### src/rtl/cache_mem_arb_pkg.sv
// Shared types for the I/D cache memory-port arbiter.
package cache_mem_arb_pkg;

  localparam int unsigned DefaultLineBeats = 8;

  typedef enum logic [1:0] {
    StIdle,
    StReq,
    StRdata,
    StWdata
  } state_e;

  typedef enum logic {
    OwnerI = 1'b0,
    OwnerD = 1'b1
  } owner_e;

endpackage

### src/rtl/mem_arb_rr2.sv
// Two-way round-robin picker; bit 0 = I-cache, bit 1 = D-cache.
module mem_arb_rr2
  import cache_mem_arb_pkg::*;
(
  input  logic       clk_i,
  input  logic       rst_i,
  input  logic [1:0] req_i,
  input  logic       update_i,
  output logic [1:0] gnt_o
);

  owner_e last_q, last_d;

  always_comb begin
    gnt_o  = 2'b00;
    last_d = last_q;
    case (req_i)
      2'b01:   gnt_o = 2'b01;
      2'b10:   gnt_o = 2'b10;
      // Tie goes to whoever did not win last time.
      2'b11:   gnt_o = (last_q == OwnerD) ? 2'b01 : 2'b10;
      default: gnt_o = 2'b00;
    endcase
    if (update_i && (gnt_o != 2'b00)) begin
      last_d = gnt_o[1] ? OwnerD : OwnerI;
    end
  end

  always_ff @(posedge clk_i) begin
    if (rst_i) begin
      last_q <= OwnerD;
    end else begin
      last_q <= last_d;
    end
  end

endmodule

### src/rtl/cache_mem_arbiter.sv
// Shares one line-burst memory port between I-cache refills and D-cache refills/writebacks.
module cache_mem_arbiter
  import cache_mem_arb_pkg::*;
#(
  parameter int unsigned LINE_BEATS = DefaultLineBeats,
  parameter int unsigned ADDR_WIDTH = 32
) (
  input  logic                  clock,
  input  logic                  reset,
  input  logic                  io_ireq_valid,
  output logic                  io_ireq_ready,
  input  logic [ADDR_WIDTH-1:0] io_ireq_addr,
  input  logic                  io_iflush,
  output logic                  io_irsp_valid,
  output logic                  io_irsp_last,
  output logic [31:0]           io_irsp_data,
  input  logic                  io_dreq_valid,
  output logic                  io_dreq_ready,
  input  logic [ADDR_WIDTH-1:0] io_dreq_addr,
  input  logic                  io_dreq_write,
  input  logic [31:0]           io_dwdata,
  output logic                  io_dwdata_ready,
  output logic                  io_drsp_valid,
  output logic                  io_drsp_last,
  output logic [31:0]           io_drsp_data,
  output logic                  io_mem_req_valid,
  input  logic                  io_mem_req_ready,
  output logic [ADDR_WIDTH-1:0] io_mem_req_addr,
  output logic                  io_mem_req_write,
  output logic                  io_mem_wvalid,
  input  logic                  io_mem_wready,
  output logic                  io_mem_wlast,
  output logic [31:0]           io_mem_wdata,
  input  logic                  io_mem_rvalid,
  input  logic                  io_mem_rlast,
  input  logic [31:0]           io_mem_rdata
);

  localparam int unsigned CntW = $clog2(LINE_BEATS);
  localparam logic [CntW-1:0] LastBeat = CntW'(LINE_BEATS - 1);

  state_e                state_q, state_d;
  owner_e                owner_q, owner_d;
  logic [ADDR_WIDTH-1:0] addr_q, addr_d;
  logic                  write_q, write_d;
  logic [CntW-1:0]       cnt_q, cnt_d;
  logic                  drop_q, drop_d;
  logic [1:0]            elig, gnt;
  logic                  flush_hit, drop_now;

  // Nothing is granted while reset is held so every ready stays low.
  assign elig = {io_dreq_valid, io_ireq_valid & ~io_iflush} & {2{~reset}};

  mem_arb_rr2 u_rr2 (
    .clk_i    (clock),
    .rst_i    (reset),
    .req_i    (elig),
    .update_i (state_q == StIdle),
    .gnt_o    (gnt)
  );

  assign flush_hit = io_iflush && (owner_q == OwnerI) &&
                     ((state_q == StReq) || (state_q == StRdata));
  assign drop_now  = drop_q | flush_hit;

  always_comb begin
    state_d          = state_q;
    owner_d          = owner_q;
    addr_d           = addr_q;
    write_d          = write_q;
    cnt_d            = cnt_q;
    drop_d           = drop_now;
    io_ireq_ready    = 1'b0;
    io_dreq_ready    = 1'b0;
    io_irsp_valid    = 1'b0;
    io_irsp_last     = 1'b0;
    io_irsp_data     = io_mem_rdata;
    io_drsp_valid    = 1'b0;
    io_drsp_last     = 1'b0;
    io_drsp_data     = io_mem_rdata;
    io_dwdata_ready  = 1'b0;
    io_mem_req_valid = 1'b0;
    io_mem_req_addr  = addr_q;
    io_mem_req_write = write_q;
    io_mem_wvalid    = 1'b0;
    io_mem_wlast     = 1'b0;
    io_mem_wdata     = io_dwdata;

    unique case (state_q)
      StIdle: begin
        io_ireq_ready = gnt[0];
        io_dreq_ready = gnt[1];
        if (gnt != 2'b00) begin
          owner_d = gnt[1] ? OwnerD : OwnerI;
          addr_d  = gnt[1] ? io_dreq_addr : io_ireq_addr;
          write_d = gnt[1] & io_dreq_write;
          state_d = StReq;
        end
      end
      StReq: begin
        io_mem_req_valid = 1'b1;
        if (io_mem_req_ready) begin
          cnt_d   = '0;
          state_d = write_q ? StWdata : StRdata;
        end
      end
      StRdata: begin
        if (io_mem_rvalid) begin
          cnt_d = cnt_q + 1'b1;
          if (owner_q == OwnerD) begin
            io_drsp_valid = 1'b1;
            io_drsp_last  = io_mem_rlast;
          end else if (!drop_now) begin
            io_irsp_valid = 1'b1;
            io_irsp_last  = io_mem_rlast;
          end
          if (io_mem_rlast) state_d = StIdle;
        end
      end
      StWdata: begin
        io_mem_wvalid   = 1'b1;
        io_mem_wlast    = (cnt_q == LastBeat);
        io_dwdata_ready = io_mem_wready;
        if (io_mem_wready) begin
          cnt_d = cnt_q + 1'b1;
          if (cnt_q == LastBeat) state_d = StIdle;
        end
      end
      default: state_d = StIdle;
    endcase

    if (state_d == StIdle) drop_d = 1'b0;
  end

  always_ff @(posedge clock) begin
    if (reset) begin
      state_q <= StIdle;
      owner_q <= OwnerI;
      addr_q  <= '0;
      write_q <= 1'b0;
      cnt_q   <= '0;
      drop_q  <= 1'b0;
    end else begin
      state_q <= state_d;
      owner_q <= owner_d;
      addr_q  <= addr_d;
      write_q <= write_d;
      cnt_q   <= cnt_d;
      drop_q  <= drop_d;
    end
  end

endmodule

### config.mk
export PLATFORM = sky130hd
export DESIGN_NAME = cache_mem_arbiter
export DESIGN_NICKNAME = d
export VERILOG_FILES = /design/src/rtl/cache_mem_arb_pkg.sv /design/src/rtl/mem_arb_rr2.sv /design/src/rtl/cache_mem_arbiter.sv
export SDC_FILE = /design/constraint.sdc
export NUM_CORES = 1
export LEC_CHECK = 0
export CORE_AREA = 2 2 109 111
export CTS_BUF_LIST = sky130_fd_sc_hd__clkbuf_8 sky130_fd_sc_hd__clkbuf_16
export DETAILED_ROUTE_END_ITERATION = 12
export DIE_AREA = 0 0 111 113
export PLACE_DENSITY = 0.71
export REMOVE_ABC_BUFFERS = 1
export SYNTH_ARGS = -nofsm -noshare
export SYNTH_HDL_FRONTEND = slang
export SYNTH_SLANG_ARGS = --single-unit
### constraint.sdc
create_clock -name clock -period 3.7 [get_ports clock]
set_input_delay 0.37 -clock clock [delete_from_list [all_inputs] [get_ports clock]]
set_output_delay 0.37 -clock clock [all_outputs]
set_load 0.01 [all_outputs]
==> metrics.txt, run 1 <==
# TYPE chip_impl_metric gauge
chip_impl_info{name="ys_dominant_reg_cell",value="sky130_fd_sc_hd__dfxtp_1"} 1
chip_impl_metric{name="initial_detailed_routing_violation_count",unit=""} 92
chip_impl_metric{name="powerDensity",unit="nW/um^2"} 383
chip_impl_metric{name="grt_pass1_vias",unit=""} 2210
chip_impl_info{name="cts_tree",value="done"} 1
chip_impl_info{name="synth_top_cells_by_count",value="sky130_fd_sc_hd__buf_4 (96), sky130_fd_sc_hd__dfxtp_1 (41), sky130_fd_sc_hd__nor2_1 (38)"} 1
chip_impl_metric{name="netlist_area_pre_place",unit="um^2"} 2960
chip_impl_metric{name="h-tree-depth",unit=""} 2
chip_impl_info{name="highest_layer",value="met4"} 1
chip_impl_metric{name="post-route-min-period",unit="ns"} 2.89
chip_impl_metric{name="clock_latency",unit="ns"} 0.28
chip_impl_metric{name="detail_route.drc_violations",unit=""} 0
chip_impl_metric{name="tritoncts.num_buffers",unit=""} 5
chip_impl_metric{name="vdd.ir_drop.worst",unit="mV"} 0.186
chip_impl_metric{name="timing.critical_path.buf_inv",unit=""} 2
chip_impl_metric{name="floorplan.die.height",unit="um"} 113
chip_impl_metric{name="antenna_found_initial",unit=""} 0
chip_impl_metric{name="antenna-diode-count",unit=""} 0
chip_impl_metric{name="maxSlewViolCount",unit=""} 0
chip_impl_info{name="yosys.cell_count.top_type",value="sky130_fd_sc_hd__buf_4"} 1
chip_impl_metric{name="detailroute.via_count",unit=""} 2283
chip_impl_metric{name="pin_count_of_the_biggest_net_entering_global_routing",unit=""} 66
chip_impl_info{name="netlist_top_cells_area",value="sky130_fd_sc_hd__dfxtp_1 (28%), sky130_fd_sc_hd__buf_4 (24%), sky130_fd_sc_hd__a211oi_2 (12%)"} 1
chip_impl_metric{name="worst_max_slew_pin_slew",unit="ns"} 0.796
chip_impl_metric{name="initial_core_util",unit="%"} 26.3
chip_impl_metric{name="clk_pin_slew",unit="ns"} 0.06
chip_impl_info{name="crit_path_start_kind",value="flip-flop"} 1
chip_impl_metric{name="layoutNonFillerInstCount",unit=""} 471
chip_impl_metric{name="gr-usage-all-layers",unit="%"} 22.6
chip_impl_info{name="worstPathCellList",value="inv_1 > ha_1 > a2111oi_0 > and2_1 > clkdlybuf4s50_1"} 1
chip_impl_metric{name="met2WireLength",unit="mm"} 6.55
chip_impl_info{name="setup.worst_path.end_class",value="output pin"} 1
chip_impl_metric{name="cts-hold-fix-buffers",unit=""} 0
chip_impl_metric{name="synth-edff-count",unit=""} 0
chip_impl_metric{name="sink_count_of_the_clock_tree",unit=""} 41
chip_impl_metric{name="final_hold_viol_count",unit=""} 0
chip_impl_metric{name="number_of_maximum_capacitance_constraint_violations",unit=""} 0
chip_impl_metric{name="route.final.wire_length",unit="mm"} 14.7
chip_impl_info{name="timing.setup.critical_path_class",value="reg2out"} 1
chip_impl_metric{name="die-area",unit="um^2"} 12500
chip_impl_info{name="timing.critical_path.slowest_stage_cell",value="sky130_fd_sc_hd__a2111oi_0"} 1
chip_impl_metric{name="pwr-share-comb",unit="%"} 26.5
chip_impl_metric{name="post-route-period-util",unit="%"} 78.1
chip_impl_metric{name="netlist_instances",unit=""} 312
chip_impl_metric{name="power_switching",unit="mW"} 0.374
chip_impl_metric{name="dr.pass1.iters",unit=""} 4
chip_impl_metric{name="upper_clock_frequency_limit",unit="MHz"} 346
chip_impl_metric{name="fin_setup_tns",unit="ns"} 0
chip_impl_metric{name="synth.distinct_cells",unit=""} 34
chip_impl_info{name="hold_path_class",value="reg2reg"} 1
chip_impl_metric{name="post-dp-hpwl",unit="mm"} 12.7
chip_impl_metric{name="worst-path-max-fanout",unit=""} 5
chip_impl_info{name="critPathTopFamily",value="buffers and inverters"} 1
chip_impl_metric{name="drive_gt1_share",unit="%"} 13.4
chip_impl_metric{name="gpl.final_weighted_congestion",unit=""} 0.887
chip_impl_metric{name="sequentialPowerShare",unit="%"} 36.1
chip_impl_metric{name="fp-row-count",unit=""} 39
chip_impl_metric{name="crit_path_max_incr_delay",unit="ns"} 0.62
chip_impl_metric{name="synth-warning-count",unit=""} 0
chip_impl_metric{name="io_pins",unit=""} 277
chip_impl_info{name="cell_chosen_for_the_clock_root",value="sky130_fd_sc_hd__clkbuf_16"} 1
chip_impl_metric{name="post_cts_resize_count",unit=""} 0
chip_impl_info{name="synth_area_leader_cell",value="sky130_fd_sc_hd__dfxtp_1"} 1
chip_impl_metric{name="mean_instance_size_in_the_synthesized_netlist",unit="um^2"} 9.50
chip_impl_metric{name="drt-met1-wl",unit="mm"} 3.82
chip_impl_metric{name="antenna_violating_nets_post_route",unit=""} 0
chip_impl_metric{name="synthArstFlopShare",unit="%"} 0
chip_impl_metric{name="finalCoreUtilization",unit="%"} 32.4
chip_impl_metric{name="synthToLayoutAreaGrowth",unit="%"} 23.1
chip_impl_metric{name="synth_seq_cells",unit=""} 41
chip_impl_metric{name="synth.yosys.seq_area_share",unit="%"} 27.7
chip_impl_metric{name="slew-limit-headroom",unit="%"} 47.0
chip_impl_metric{name="buffers_inserted_by_post_cts_timing_repair",unit=""} 0
chip_impl_metric{name="grt_pass1_wl",unit="mm"} 19.5
chip_impl_metric{name="die_width",unit="um"} 111
chip_impl_metric{name="power_leakage",unit="nW"} 1.26
chip_impl_info{name="run_status",value="complete, no violations"} 1
chip_impl_metric{name="placed_cells",unit=""} 463
chip_impl_metric{name="overflow",unit=""} 0
chip_impl_metric{name="worst_ep_arrival_time",unit="ns"} 2.52
chip_impl_metric{name="synth_top_area_share",unit="%"} 27.7
chip_impl_info{name="rsz0062_at_grt",value="no"} 1
chip_impl_metric{name="total_power",unit="mW"} 1.40
chip_impl_metric{name="design.core.area",unit="um^2"} 11300
chip_impl_metric{name="setup_viol",unit=""} 0
chip_impl_metric{name="cts_max_path_buffers",unit=""} 2
chip_impl_metric{name="quantity_of_i_o_buffers_inserted_on_ports",unit=""} 116
chip_impl_metric{name="route.detailed.wl_per_inst",unit="um"} 31.1
chip_impl_metric{name="number_of_nets_in_the_finished_design",unit=""} 472
chip_impl_metric{name="switching_share",unit="%"} 26.8
chip_impl_metric{name="clock_skew",unit="ns"} 0.00532
chip_impl_metric{name="vias_per_cell",unit=""} 4.85
chip_impl_metric{name="wl_met3",unit="mm"} 4.08
chip_impl_metric{name="critPathRequiredTime",unit="ns"} 3.33
chip_impl_metric{name="cellInternalPower",unit="mW"} 1.02
chip_impl_metric{name="power_frac_clock",unit="%"} 37.3
per-stage QoR:
stage	hold slack, ns	setup slack (ns)	instance area, um^2
after global routing	0.518	0.710	3650
after floorplan	0.435	-0.720	2100
after global placement	0.460	1.25	3470
final	0.486	0.810	3650
after CTS	0.484	0.854	3650
after detailed placement	0.475	1.09	3470
path summary, 6_finish.rpt:
path | from | endpoint | slack [ns] | depth (start not counted)
max | state_q[0] | io_irsp_last | 0.81 | 5
min | cnt_q[1] | cnt_q[1] | 0.49 | 2
max reg2reg | state_q[0] | io_mem_req_addr[21] | 1.54 | 7
min reg2reg | cnt_q[1] | cnt_q[1] | 0.49 | 2
placed cells by master (no fill, tap or decap), drive strengths merged, types with 2 or more instances in the layout:
cell | synthesis | final
nor3 | 2 | 2
nor2 | 38 | 38
clkbuf | 1 | 6
inv | 6 | 6
nand2b | 7 | 7
buf | 106 | 4
nand2 | 3 | 3
a21boi | 2 | 2
a21oi | 6 | 6
clkdlybuf4s50 | 0 | 115
a211oi | 33 | 33
a2111oi | 2 | 2
mux2i | 33 | 33
nor2b | 5 | 5
ha | 7 | 7
dfxtp | 41 | 41
and2 | 4 | 4
nand3b | 3 | 3
metal layers:
| metal | vias up | track usage (%) |
|---|---|---|
| met5 | - | 3.53 |
| met4 | 0 | 4.67 |
| met3 | 13 | 29.5 |
| met2 | 274 | 36.0 |
| met1 | 996 | 16.4 |
| li1 | 1000 | - |
worst min-delay path: stages (launching register included):
cell	delay (ns)
sky130_fd_sc_hd__dfxtp_1	0.32
sky130_fd_sc_hd__nand2b_1	0.07
sky130_fd_sc_hd__a21oi_1	0.05
registers in the layout (all words and copies together), names as in the netlist:
| signal | count |
|---|---|
| io_mem_req_addr | 32 |
| cnt_q | 3 |
| state_q | 2 |
| drop_q | 1 |
| io_mem_req_write | 1 |
| owner_q | 1 |
| u_rr2.last_q | 1 |
power groups by stage:
stage	clock network (mW)	registers (mW)	logic, mW
floorplan	0	0.528	0.162
global placement	0	0.512	0.367
detailed placement	0	0.514	0.373
CTS	0.539	0.505	0.375
global route	0.557	0.510	0.400
finish	0.522	0.505	0.371
cell families after synthesis:
logic type               after synthesis  share of synthesized area, %
buffers and inverters                117                          29.8
adder cells (fa/ha/maj)                7                          2.95
AND/OR/NAND/NOR                       64                          10.3
AO/OA/AOI/OAI                         50                          18.1
multiplexers                          33                          11.1
flip-flops                            41                          27.7
layout make-up:
cell class / count / area, um^2
fill: 1157 / 7620
tap: 143 / 179
inverter: 6 / 22.5
sequential: 41 / 821
timing repair buffer: 119 / 1180
multi-input combinational: 154 / 1270
clock buffer: 6 / 139
clock inverter: 2 / 37.5
(Power assumes the default switching activity.)
==> run 2: changes to the inputs <==
--- a/config.mk
+++ b/config.mk
@@ -5,11 +5,11 @@
 export SDC_FILE = /design/constraint.sdc
 export NUM_CORES = 1
 export LEC_CHECK = 0
-export CORE_AREA = 2 2 109 111
+export CORE_AREA = 2 2 106 108
 export CTS_BUF_LIST = sky130_fd_sc_hd__clkbuf_8 sky130_fd_sc_hd__clkbuf_16
 export DETAILED_ROUTE_END_ITERATION = 12
-export DIE_AREA = 0 0 111 113
-export PLACE_DENSITY = 0.71
+export DIE_AREA = 0 0 108 110
+export PLACE_DENSITY = 0.77
 export REMOVE_ABC_BUFFERS = 1
 export SYNTH_ARGS = -nofsm -noshare
 export SYNTH_HDL_FRONTEND = slang
==> constraint.sdc (replaced) <==
create_clock -name clock -period 2.5 [get_ports clock]
set_input_delay 0.25 -clock clock [delete_from_list [all_inputs] [get_ports clock]]
set_output_delay 0.25 -clock clock [all_outputs]
set_load 0.01 [all_outputs]
==> metrics.txt, run 2 (synthesis results as in run 1) <==
# TYPE chip_impl_metric gauge
chip_impl_metric{name="post-route-min-period",unit="ns"} 2.37
chip_impl_metric{name="tritoncts.num_buffers",unit=""} 5
chip_impl_metric{name="total_power",unit="mW"} 1.97
chip_impl_metric{name="antenna_found_initial",unit=""} 0
chip_impl_info{name="mostFrequentLayoutCells",value="sky130_fd_sc_hd__clkdlybuf4s50_1 (115), sky130_fd_sc_hd__dfxtp_1 (39), sky130_fd_sc_hd__nor2_1 (38)"} 1
chip_impl_metric{name="number_of_nets_in_the_finished_design",unit=""} 475
chip_impl_metric{name="route.final.wire_length",unit="mm"} 15.4
chip_impl_info{name="most_common_cell_after_layout_fill_and_taps_aside",value="sky130_fd_sc_hd__clkdlybuf4s50_1"} 1
chip_impl_metric{name="die-area",unit="um^2"} 11900
chip_impl_metric{name="vdd.ir_drop.worst",unit="mV"} 0.267
chip_impl_metric{name="clk_pin_slew",unit="ns"} 0.08
chip_impl_metric{name="antenna-diode-count",unit=""} 0
chip_impl_metric{name="pin_count_of_the_biggest_net_entering_global_routing",unit=""} 66
chip_impl_metric{name="layout.filler_cells",unit=""} 1095
chip_impl_metric{name="power_leakage",unit="nW"} 1.27
chip_impl_metric{name="gpl.final_weighted_congestion",unit=""} 0.904
chip_impl_metric{name="detail_route.drc_violations",unit=""} 0
chip_impl_metric{name="sink_count_of_the_clock_tree",unit=""} 41
chip_impl_metric{name="upper_clock_frequency_limit",unit="MHz"} 423
chip_impl_metric{name="initial_detailed_routing_violation_count",unit=""} 80
chip_impl_metric{name="vias_per_cell",unit=""} 4.83
chip_impl_info{name="r2r-end",value="cnt_q[0]"} 1
chip_impl_metric{name="buffers_inserted_by_post_cts_timing_repair",unit=""} 0
chip_impl_metric{name="floorplan.die.height",unit="um"} 110
chip_impl_metric{name="clock_latency",unit="ns"} 0.30
chip_impl_metric{name="fin_setup_tns",unit="ns"} 0
chip_impl_metric{name="grt_pass1_wl",unit="mm"} 19.7
chip_impl_metric{name="setup_viol",unit=""} 0
chip_impl_metric{name="design.core.area",unit="um^2"} 10700
chip_impl_metric{name="quantity_of_i_o_buffers_inserted_on_ports",unit=""} 116
chip_impl_info{name="crit_path_start_kind",value="flip-flop"} 1
chip_impl_metric{name="flip_flop_count_of_the_largest_register_after_layout",unit=""} 32
chip_impl_metric{name="sequentialPowerShare",unit="%"} 37.9
chip_impl_info{name="cell_chosen_for_the_clock_root",value="sky130_fd_sc_hd__clkbuf_8"} 1
chip_impl_metric{name="post-dp-hpwl",unit="mm"} 13.8
chip_impl_metric{name="pwr-share-comb",unit="%"} 28.9
chip_impl_metric{name="power_switching",unit="mW"} 0.545
chip_impl_metric{name="worst_ep_arrival_time",unit="ns"} 2.12
chip_impl_info{name="worst_hold_startpoint",value="reset"} 1
chip_impl_metric{name="min_path_cells",unit=""} 5
chip_impl_metric{name="route.detailed.wl_per_inst",unit="um"} 32.7
chip_impl_info{name="timing.critical_path.from",value="state_q[0]"} 1
chip_impl_info{name="hold_worst_path_end",value="owner_q"} 1
chip_impl_metric{name="switching_share",unit="%"} 27.6
chip_impl_metric{name="worst-r2r-setup-slack",unit="ns"} 0.82
chip_impl_info{name="rsz0062_at_grt",value="no"} 1
chip_impl_metric{name="slew-limit-headroom",unit="%"} 73.8
chip_impl_metric{name="detailroute.via_count",unit=""} 2273
chip_impl_metric{name="h-tree-depth",unit=""} 2
chip_impl_metric{name="final_hold_viol_count",unit=""} 0
chip_impl_metric{name="die_width",unit="um"} 108
chip_impl_metric{name="power_frac_clock",unit="%"} 33.1
chip_impl_metric{name="worst-path-max-fanout",unit=""} 5
chip_impl_metric{name="post-route-period-util",unit="%"} 94.6
chip_impl_metric{name="antenna_violating_nets_post_route",unit=""} 0
chip_impl_metric{name="powerDensity",unit="nW/um^2"} 537
chip_impl_metric{name="cts_max_path_buffers",unit=""} 2
chip_impl_metric{name="layoutNonFillerInstCount",unit=""} 471
chip_impl_info{name="hold_path_class",value="in2reg"} 1
chip_impl_metric{name="number_of_maximum_capacitance_constraint_violations",unit=""} 0
chip_impl_info{name="timing.setup.critical_path_class",value="reg2out"} 1
chip_impl_info{name="regToRegStartpoint",value="state_q[0]"} 1
chip_impl_metric{name="cellInternalPower",unit="mW"} 1.43
chip_impl_metric{name="worst_max_slew_pin_slew",unit="ns"} 0.393
chip_impl_metric{name="critPathRequiredTime",unit="ns"} 2.25
chip_impl_metric{name="overflow",unit=""} 0
chip_impl_metric{name="synthToLayoutAreaGrowth",unit="%"} 23.8
chip_impl_metric{name="gr-usage-all-layers",unit="%"} 25.5
chip_impl_metric{name="drive_gt1_share",unit="%"} 15.4
chip_impl_metric{name="worst-r2r-cell-count",unit=""} 6
chip_impl_info{name="cts_tree",value="done"} 1
chip_impl_info{name="run_status",value="complete, no violations"} 1
chip_impl_metric{name="initial_core_util",unit="%"} 27.7
chip_impl_metric{name="grt_pass1_vias",unit=""} 2301
chip_impl_metric{name="clock_skew",unit="ns"} 0.00583
chip_impl_metric{name="io_pins",unit=""} 277
chip_impl_metric{name="dr.pass1.iters",unit=""} 4
chip_impl_metric{name="fp-row-count",unit=""} 38
chip_impl_metric{name="maxSlewViolCount",unit=""} 0
chip_impl_metric{name="placed_cells",unit=""} 463
chip_impl_info{name="setup.worst_path.end_class",value="output pin"} 1
## run 2: cell count changes in the layout (fill, tap and decap cells not counted), moves of 2 or more
cell	change
sky130_fd_sc_hd__buf_4	+2
sky130_fd_sc_hd__clkbuf_16	-5
sky130_fd_sc_hd__clkbuf_8	+4
sky130_fd_sc_hd__dfxtp_1	-2
sky130_fd_sc_hd__dfxtp_2	+2
## run 2: metrics by stage
stage / area (um^2) / hold WS (ns) / utilization (%) / setup slack [ns]
6_report: 3670 / 0.477 / 34.3 / 0.134
5_1_grt: 3670 / 0.476 / 34.3 / 0.0208
4_1_cts: 3640 / 0.459 / 34.1 / 0.00293
3_5_place_dp: 3500 / 0.480 / 32.7 / 0.176
3_3_place_gp: 3500 / 0.458 / 32.7 / 0.225
2_1_floorplan: 2100 / 0.315 / - / -1.92
## run 2: critical path, stage by stage (launching register included)
cell,delay [ns]
sky130_fd_sc_hd__dfxtp_2,0.35
sky130_fd_sc_hd__inv_1,0.14
sky130_fd_sc_hd__ha_1,0.22
sky130_fd_sc_hd__nand2_1,0.12
sky130_fd_sc_hd__a2111oi_4,0.29
sky130_fd_sc_hd__and2_1,0.16
sky130_fd_sc_hd__clkdlybuf4s50_1,0.53
## run 2: layer usage
metal / vias up / track usage, % / part of all wire, %
met4: 2 / 17.4 / 7.7
met1: 977 / 16.6 / 23
met3: 43 / 26.9 / 23
met5: - / 8.04 / 0.63
li1: 1002 / - / -
met2: 249 / 41.3 / 45
## run 2: cell type report
class | instances | area, um^2 | area share, %
Multi-Input combinational cell | 154 | 1300 | 35.5
Timing Repair Buffer | 122 | 1210 | 33.1
Sequential cell | 41 | 823 | 22.4
Tap cell | 140 | 175 | 4.77
Clock buffer | 5 | 68.8 | 1.87
Clock inverter | 3 | 65.1 | 1.77
Inverter | 6 | 22.5 | 0.613
## run 2: worst max path at each step
stage | depth (start not counted) | end | slack [ns]
5_1_grt | 6 | io_irsp_last | 0.02
6_report | 6 | io_irsp_last | 0.13
3_3_place_gp | 5 | io_irsp_last | 0.23
3_5_place_dp | 5 | io_irsp_last | 0.18
4_1_cts | 5 | io_irsp_last | 0.003
2_1_floorplan | 6 | io_mem_req_addr[10] | -1.92
## run 2: timing repair
item                                    CTS  global route
resized for setup                         3             3
endpoints found under the hold margin     0             0
hold buffers                              0             0
endpoints found under the setup margin    2             2
## run 2: power groups by stage
stage	clock [mW]	sequential, mW	combinational [mW]
final	0.653	0.748	0.570
after CTS	0.672	0.747	0.567
after global routing	0.700	0.755	0.616
after floorplan	0	0.782	0.240
after global placement	0	0.759	0.555
after detailed placement	0	0.760	0.563
==> run 3: changes to the inputs <==
--- a/config.mk
+++ b/config.mk
@@ -11,6 +11,7 @@
 export DIE_AREA = 0 0 108 110
 export PLACE_DENSITY = 0.77
 export REMOVE_ABC_BUFFERS = 1
+export SKIP_CTS_REPAIR_TIMING = 1
 export SYNTH_ARGS = -nofsm -noshare
 export SYNTH_HDL_FRONTEND = slang
 export SYNTH_SLANG_ARGS = --single-unit
==> metrics.txt, run 3 (synthesis results as in run 1) <==
# TYPE chip_impl_metric gauge
chip_impl_metric{name="setup_viol",unit=""} 0
chip_impl_metric{name="drive_gt1_share",unit="%"} 15.1
chip_impl_metric{name="upper_clock_frequency_limit",unit="MHz"} 412
chip_impl_metric{name="placed_cell_area",unit="um^2"} 3500
chip_impl_metric{name="slew-limit-headroom",unit="%"} 73.8
chip_impl_metric{name="placed_cells",unit=""} 463
chip_impl_metric{name="overflow",unit=""} 0
chip_impl_metric{name="groute.layer.met3.usage",unit="%"} 26.9
chip_impl_metric{name="clock_skew",unit="ns"} 0.00675
chip_impl_metric{name="dr.pass1.iters",unit=""} 4
chip_impl_metric{name="tritoncts.num_buffers",unit=""} 5
chip_impl_metric{name="final_hold_viol_count",unit=""} 0
chip_impl_metric{name="flip_flop_count_of_the_largest_register_after_layout",unit=""} 32
chip_impl_metric{name="fp-row-count",unit=""} 38
chip_impl_metric{name="post-route-min-period",unit="ns"} 2.42
chip_impl_metric{name="min_path_cells",unit=""} 5
chip_impl_metric{name="powerDensity",unit="nW/um^2"} 538
chip_impl_metric{name="antenna_violating_nets_post_route",unit=""} 0
chip_impl_metric{name="detailroute.via_count",unit=""} 2281
chip_impl_metric{name="number_of_maximum_capacitance_constraint_violations",unit=""} 0
chip_impl_info{name="hold_path_class",value="in2reg"} 1
chip_impl_info{name="timing.setup.critical_path_class",value="reg2out"} 1
chip_impl_info{name="setup.worst_path.end_class",value="output pin"} 1
chip_impl_metric{name="grtUsageMet2",unit="%"} 41.3
chip_impl_metric{name="initial_core_util",unit="%"} 27.7
chip_impl_info{name="crit_path_start_kind",value="flip-flop"} 1
chip_impl_metric{name="clk_pin_slew",unit="ns"} 0.08
chip_impl_metric{name="die_width",unit="um"} 108
chip_impl_metric{name="finish.instance_area",unit="um^2"} 3660
chip_impl_metric{name="sink_count_of_the_clock_tree",unit=""} 41
chip_impl_info{name="run_status",value="complete, no violations"} 1
chip_impl_metric{name="worst-path-max-fanout",unit=""} 5
chip_impl_metric{name="grt_use_met1",unit="%"} 16.6
chip_impl_metric{name="vias_per_cell",unit=""} 4.84
chip_impl_metric{name="grt_pass1_wl",unit="mm"} 19.7
chip_impl_metric{name="layoutNonFillerInstCount",unit=""} 471
chip_impl_metric{name="critPathRequiredTime",unit="ns"} 2.25
chip_impl_metric{name="gpl.final_weighted_congestion",unit=""} 0.904
chip_impl_metric{name="io_pins",unit=""} 277
chip_impl_metric{name="antenna_found_initial",unit=""} 0
chip_impl_metric{name="cellInternalPower",unit="mW"} 1.42
chip_impl_metric{name="worst-r2r-cell-count",unit=""} 7
chip_impl_metric{name="power_switching",unit="mW"} 0.547
chip_impl_info{name="most_common_cell_after_layout_fill_and_taps_aside",value="sky130_fd_sc_hd__clkdlybuf4s50_1"} 1
chip_impl_metric{name="antenna-diode-count",unit=""} 0
chip_impl_metric{name="design.core.area",unit="um^2"} 10700
chip_impl_metric{name="power_leakage",unit="nW"} 1.27
chip_impl_metric{name="route.final.wire_length",unit="mm"} 15.4
chip_impl_info{name="mostFrequentLayoutCells",value="sky130_fd_sc_hd__clkdlybuf4s50_1 (115), sky130_fd_sc_hd__dfxtp_1 (39), sky130_fd_sc_hd__nor2_1 (38)"} 1
chip_impl_metric{name="worst_max_slew_pin_slew",unit="ns"} 0.393
chip_impl_info{name="grt_busiest_layer",value="met2"} 1
chip_impl_metric{name="synthToLayoutAreaGrowth",unit="%"} 23.4
chip_impl_metric{name="grt_pass1_vias",unit=""} 2294
chip_impl_metric{name="post-route-period-util",unit="%"} 97.0
chip_impl_metric{name="gr-usage-all-layers",unit="%"} 25.4
chip_impl_info{name="cts_tree",value="done"} 1
chip_impl_metric{name="total_power",unit="mW"} 1.97
chip_impl_metric{name="layout.filler_cells",unit=""} 1095
chip_impl_metric{name="worst_ep_arrival_time",unit="ns"} 2.17
chip_impl_metric{name="switching_share",unit="%"} 27.8
chip_impl_metric{name="die-area",unit="um^2"} 11900
chip_impl_metric{name="pwr-share-comb",unit="%"} 28.7
chip_impl_metric{name="power_frac_clock",unit="%"} 33.3
chip_impl_metric{name="detail_route.drc_violations",unit=""} 0
chip_impl_metric{name="number_of_nets_in_the_finished_design",unit=""} 475
chip_impl_metric{name="maxSlewViolCount",unit=""} 0
chip_impl_metric{name="pin_count_of_the_biggest_net_entering_global_routing",unit=""} 66
chip_impl_metric{name="quantity_of_i_o_buffers_inserted_on_ports",unit=""} 116
chip_impl_metric{name="initial_detailed_routing_violation_count",unit=""} 97
chip_impl_metric{name="floorplan.die.height",unit="um"} 110
chip_impl_metric{name="clock_latency",unit="ns"} 0.30
chip_impl_metric{name="sequentialPowerShare",unit="%"} 38.0
chip_impl_metric{name="post-dp-hpwl",unit="mm"} 13.8
chip_impl_info{name="cell_chosen_for_the_clock_root",value="sky130_fd_sc_hd__clkbuf_8"} 1
chip_impl_metric{name="vdd.ir_drop.worst",unit="mV"} 0.267
chip_impl_metric{name="cts_max_path_buffers",unit=""} 2
chip_impl_metric{name="route.detailed.wl_per_inst",unit="um"} 32.8
chip_impl_metric{name="h-tree-depth",unit=""} 2
run 3: changes by cell type in the layout (fill, tap and decap cells not counted):
cell / delta
sky130_fd_sc_hd__ha_4: -1
sky130_fd_sc_hd__ha_1: +1
run 3: final cells by class:
class                      count  area (um^2)  area share [%]
clock buffer                   5         68.8            1.88
clock inverter                 3         65.1            1.78
inverter                       6         22.5           0.616
multi-input combinational    154         1290            35.3
sequential                    41          823            22.5
tap                          140          175            4.79
timing repair buffer         122         1210            33.2
run 3: worst paths after layout:
| check | from | endpoint | slack (ns) |
|---|---|---|---|
| worst max-delay path | state_q[0] | io_irsp_last | 0.08 |
| worst min-delay path | reset | owner_q | 0.48 |
| worst max register to register | state_q[1] | io_mem_req_addr[15] | 0.83 |
| worst min register to register | cnt_q[2] | cnt_q[2] | 0.48 |
run 3: routing by layer:
metal	part of all wire [%]	vias to the layer above
met5	0.60	-
met2	45	253
met4	8.0	2
met1	23	981
li1	-	1002
met3	24	43
run 3: power groups by stage:
stage                     Combinational (mW)  Clock, mW  Sequential [mW]
after floorplan                        0.240          0            0.782
after global placement                 0.555          0            0.759
after detailed placement               0.563          0            0.760
after CTS                              0.565      0.672            0.746
after global routing                   0.610      0.700            0.755
final                                  0.565      0.656            0.748
run 3: per-stage QoR:
stage | util (%) | setup slack (ns) | setup TNS [ns] | hold slack, ns
2_1_floorplan | - | -1.92 | -63.29 | 0.315
3_3_place_gp | 32.7 | 0.225 | 0 | 0.458
3_5_place_dp | 32.7 | 0.176 | 0 | 0.480
4_1_cts | 34.0 | -0.164 | -0.240 | 0.459
5_1_grt | 34.2 | -0.00499 | -0.00499 | 0.476
6_report | 34.2 | 0.0752 | 0 | 0.477
run 3: worst max-delay path: stages (launching register included):
cell and delay, ns:
sky130_fd_sc_hd__dfxtp_2 0.37, sky130_fd_sc_hd__inv_1 0.09, sky130_fd_sc_hd__ha_1 0.35, sky130_fd_sc_hd__a2111oi_4 0.37
sky130_fd_sc_hd__and2_1 0.16, sky130_fd_sc_hd__clkdlybuf4s50_1 0.53
